==> src/rtl/selector41_arbiter.sv <==
// Round-robin arbiter that schedules four requesters onto one 4-to-1, 4-bit selector and registers the chosen word.
// Define SEL41_FIXED_PRIO_EN to replace the rotating scan with a fixed 0,1,2,3 priority order.
module selector41_arbiter #(
  parameter int MAX_HOLD = 4,
  parameter int CNT_W    = 4
) (
  input  logic       iClk,
  input  logic       iRst_n,
  input  logic [3:0] iReq,
  input  logic [3:0] iC0,
  input  logic [3:0] iC1,
  input  logic [3:0] iC2,
  input  logic [3:0] iC3,
  output logic [3:0] oGnt,
  output logic       oS1,
  output logic       oS0,
  output logic [3:0] oZ,
  output logic       oValid,
  output logic       oDbgState
);

  // Handshake: no back-pressure. oValid=1 means oZ carries a word captured on the
  // previous edge; the consumer must take it that cycle or lose it.
  typedef enum logic {
    IDLE  = 1'b0,
    GRANT = 1'b1
  } arbState_t;

  arbState_t        state, stateNext;
  logic [3:0]       gnt, gntNext;
  logic [1:0]       idx, idxNext;
  logic [CNT_W-1:0] cnt, cntNext;
  logic [3:0]       z, zNext;
  logic             valid, validNext;

  logic       transfer, lastWord, tenureEnd;
  logic [3:0] selData;
  logic [1:0] idleBase, endBase;
  logic       idleFound, endFound;
  logic [1:0] idleIdx, endIdx;

  // Scan base+1, base+2, base+3, base: base itself has the lowest priority.
  function automatic logic [2:0] scanFrom(input logic [3:0] req, input logic [1:0] base);
    logic       found;
    logic [1:0] pick;
    logic [1:0] cand;
    found = 1'b0;
    pick  = 2'd0;
    for (int k = 1; k <= 4; k++) begin
      cand = base + 2'(k);
      if (!found && req[cand]) begin
        found = 1'b1;
        pick  = cand;
      end
    end
    return {found, pick};
  endfunction

`ifdef SEL41_FIXED_PRIO_EN
  // A base of 3 makes the rotating scan degenerate to the fixed order 0,1,2,3.
  assign idleBase = 2'd3;
  assign endBase  = 2'd3;
`else
  logic [1:0] ptr;

  always_ff @(posedge iClk or negedge iRst_n) begin
    if (!iRst_n) begin
      ptr <= 2'd3;
    end else if (tenureEnd) begin
      ptr <= idx;
    end
  end

  assign idleBase = ptr;
  assign endBase  = idx;
`endif

  assign {idleFound, idleIdx} = scanFrom(iReq, idleBase);
  assign {endFound, endIdx}   = scanFrom(iReq, endBase);

  assign transfer  = (state == GRANT) && iReq[idx];
  assign lastWord  = (cnt == CNT_W'(MAX_HOLD - 1));
  assign tenureEnd = (state == GRANT) && (!iReq[idx] || lastWord);

  always_comb begin
    selData = iC0;
    case (idx)
      2'd0:    selData = iC0;
      2'd1:    selData = iC1;
      2'd2:    selData = iC2;
      default: selData = iC3;
    endcase
  end

  always_comb begin
    stateNext = state;
    gntNext   = gnt;
    idxNext   = idx;
    cntNext   = cnt;
    zNext     = z;
    validNext = 1'b0;
    case (state)
      IDLE: begin
        if (idleFound) begin
          stateNext = GRANT;
          gntNext   = 4'b0001 << idleIdx;
          idxNext   = idleIdx;
          cntNext   = '0;
        end
      end
      GRANT: begin
        if (transfer) begin
          zNext     = selData;
          validNext = 1'b1;
          cntNext   = cnt + 1'b1;
        end
        // Handover happens on the ending edge itself, so there is no idle bubble.
        if (tenureEnd) begin
          if (endFound) begin
            gntNext = 4'b0001 << endIdx;
            idxNext = endIdx;
            cntNext = '0;
          end else begin
            stateNext = IDLE;
            gntNext   = '0;
          end
        end
      end
      default: stateNext = IDLE;
    endcase
  end

  always_ff @(posedge iClk or negedge iRst_n) begin
    if (!iRst_n) begin
      state <= IDLE;
      gnt   <= '0;
      idx   <= 2'd0;
      cnt   <= '0;
      z     <= '0;
      valid <= 1'b0;
    end else begin
      state <= stateNext;
      gnt   <= gntNext;
      idx   <= idxNext;
      cnt   <= cntNext;
      z     <= zNext;
      valid <= validNext;
    end
  end

  assign oGnt      = gnt;
  assign oS1       = idx[1];
  assign oS0       = idx[0];
  assign oZ        = z;
  assign oValid    = valid;
  assign oDbgState = state;

endmodule

==> config.mk <==
export PLATFORM = sky130hd
export DESIGN_NAME = selector41_arbiter
export DESIGN_NICKNAME = d
export VERILOG_FILES = /design/src/rtl/selector41_arbiter.sv
export SDC_FILE = /design/constraint.sdc
export NUM_CORES = 1
export LEC_CHECK = 0
export CAP_MARGIN = 20
export CORE_MARGIN = 4
export CORE_UTILIZATION = 63
export DETAILED_ROUTE_END_ITERATION = 7
export DONT_BUFFER_PORTS = 1
export PLACE_DENSITY = 0.88
export SLEW_MARGIN = 20
export SYNTH_ARGS = -nofsm -noshare
export SYNTH_HDL_FRONTEND = slang
export SYNTH_SLANG_ARGS = --single-unit
==> constraint.sdc <==
create_clock -name iClk -period 3.06 [get_ports iClk]
set_clock_uncertainty 0.15 [all_clocks]
set_input_delay 0.765 -clock iClk [delete_from_list [all_inputs] [get_ports iClk]]
set_output_delay 0.765 -clock iClk [all_outputs]
set_load 0.005 [all_outputs]
==> qor.yml <==
run_status:
  status: "complete, no violations"
critical_path:
  r2r_setup_slack_ns: 0.51
  r2r_cells: 8
  rr_endpoint: "endBase[1]"
  worstPathArrival_ns: 2.59
  cp_top_family: "simple AND/OR/NAND/NOR gates"
  cpPeakStageDelay_ns: 0.55
  cp-end-kind: "register"
  critPathBufInv: 1
  cp_num_cells: 8
  cp_cell_sequence: "inv_1 -> ha_1 -> mux2i_1 -> a32o_1 -> or4_4 -> nand4_1 -> o211ai_1 -> o21a_1"
  crit_slowest_cell: "or4_4"
  crit_fanout: 8
  crit_path_start_kind: "register"
  crit_required_ns: 3.10
  r2r_start: "endBase[0]"
  path_class: "register to register"
routing:
  wl_per_cell_um: 17.69
  routed_wl_um: 3378
  num_vias: 1283
  post-route-drc-count: 0
  dr.first_iter.drc_count: 52
  final_antenna_net_count: 0
  first_pass_iters: 5
  vias_per_cell: 6.717
sta:
  drv_slew: 0
  rsz0062_at_grt: "false"
  finalHoldViolCount: 0
  fin_crit_sh_pct: 83.36
  setup_viol_count_final: 0
  clock.fmax_mhz: 392.0
  tns_ns: 0
  max_slew_margin_pct: 51.01
  fin_crit_ns: 2.551
  worstMarginPinSlew_ns: 0.7324
power:
  intPower_uw: 843.2
  p_leak_nw: 0.6327
  power_frac_seq_pct: 29.0
  p_total_mw: 1.526
  powerDensity_mw_per_mm2: 1011
  clockPowerShare_pct: 9.7
  ir_drop_uv: 536.3
  switching_share_pct: 44.74
  p_switching_uw: 682.7
  p_comb_share_pct: 61.3
yosys:
  avgSynthCellArea_um2: 8.893
  synthArstFlopShare_pct: 100.0
  ys_seq_area_share_pct: 30.50
  syn_area_mm2: 0.001485
  synth_seq_cells: 18
  synth_nets: 194
  synth_enable_flop_cells: 0
  synth-main-ff-cell: "dfrtp_1"
  ys_types: 55
  synthCells: 167
  yosys_warnings: 0
cells_and_area:
  layout_common_cells: "nor2_1 (18), dfrtp_1 (16), nand2_1 (15), o21ai_0 (13), a21oi_1 (10)"
  layout-drive-gt1-share_pct: 17.18
  final_common_cell: "nor2_1"
  utilization_pct: 67.56
  nNetsFinal: 191
  diodes: 0
  syn_to_final_growth_pct: 1.601
clock_tree:
  cts_tree: "built"
  htreeDepth: 1
  cts.sinks: 18
  cts_root_buf: "clkbuf_4"
  clk_latency_ns: 0.29
  cts_made_buffers: 3
  clk_pin_slew_ns: 0.10
  cts_hold_buf: 1
  cts_setup_buffers: 0
  clockBufferDepth: 2
  cts_resized: 0
global_route:
  grt_max_degree: 21
  grt_usage_pct: 22.44
  antenna_found_initial: 0
  overflow: 0
  grt_pass1_wl_um: 5768
  first_global_vias: 1281
hold_path:
  hp-class: "primary input to asynchronous set/reset pin"
place:
  globalplace.congestion: 0.8820
  port_buffers: 0
  dpl.hpwl_um: 2530
die:
  num_rows: 17
  die_area_mm2: 0.003198
  start_util_pct: 66.50
  die_h_um: 56.56
  fp.dieW_um: 56.56
  io_pins: 34
  coreArea_mm2: 0.002233
job:
  drv_cap: 0
-- power by group through the flow --
stage | clock (mW) | combinational [mW] | sequential (mW)
floorplan | 0 | 0.807 | 0.423
global placement | 0 | 0.886 | 0.442
detailed placement | 0 | 0.928 | 0.449
CTS | 0.153 | 0.934 | 0.443
global route | 0.165 | 1.04 | 0.458
finish | 0.149 | 0.935 | 0.442
-- cell usage after synthesis (3+ instances only) --
| library cell | instances | area, µm² |
|---|---|---|
| buf_2 | 4 | 20.02 |
| a222oi_1 | 4 | 40.04 |
| inv_1 | 8 | 30.03 |
| mux2i_1 | 5 | 50.05 |
| nand2_1 | 15 | 56.30 |
| nor3_1 | 3 | 15.01 |
| nor2_1 | 18 | 67.56 |
| dfrtp_1 | 16 | 400.4 |
| o22ai_1 | 3 | 18.77 |
| o211ai_1 | 4 | 30.03 |
| ha_1 | 5 | 62.56 |
| nand2b_1 | 3 | 18.77 |
| o21ai_0 | 13 | 65.06 |
| a21oi_1 | 10 | 50.05 |
| buf_6 | 3 | 33.78 |
-- flip-flops by register name (all words and copies together) (netlist names) --
signal / flops
oGnt: 4
oValid: 1
endBase: 2
oDbgState: 1
oZ: 4
idleBase: 2
cnt: 4
-- stage by stage --
step | hold slack (ns) | cells | instance area [µm²] | worst slack [ns]
after floorplan | 0.2999 | 167 | 1485 | 0.4879
after global placement | 0.3171 | 186 | 1463 | 0.6098
after detailed placement | 0.3198 | 186 | 1463 | 0.5443
after CTS | 0.1364 | 191 | 1509 | 0.5244
after global routing | 0.1147 | 191 | 1509 | 0.3905
final | 0.1444 | 191 | 1509 | 0.5092
-- area by class of cell --
type                       instances  area (µm²)
multi-input combinational        129       925.9
fill                             192       724.4
sequential                        18       452.9
clock buffer                       4       36.28
tap                               28       35.03
inverter                           9       33.78
timing repair buffer               3       25.02
-- cell families after synthesis --
family / after synthesis / synth area share (%)
xor+xnor: 2 / 1.180
flops: 18 / 30.50
simple gates: 59 / 21.82
mux: 8 / 6.656
fa+ha+maj: 5 / 4.212
compound gates: 55 / 28.48
buf+inv: 20 / 7.161
-- worst max-delay path by stage --
| stage | startpoint | to | slack, ns |
|---|---|---|---|
| global route | endBase[0] | endBase[1] | 0.39 |
| finish | endBase[0] | endBase[1] | 0.51 |
| CTS | endBase[0] | endBase[1] | 0.52 |
| global placement | endBase[0] | endBase[1] | 0.61 |
| detailed placement | endBase[0] | endBase[1] | 0.54 |
| floorplan | endBase[1] | endBase[1] | 0.49 |
-- routing by layer --
metal  up-vias  GRT usage, %  part of all wire (%)
li1        618             -                     -
met1       592         28.67                    41
met2        69         37.62                    47
met3         4         6.667                    11
met4         0         4.068                  0.50
met5         -             0                     0
Power figures use the tool's default switching activity.
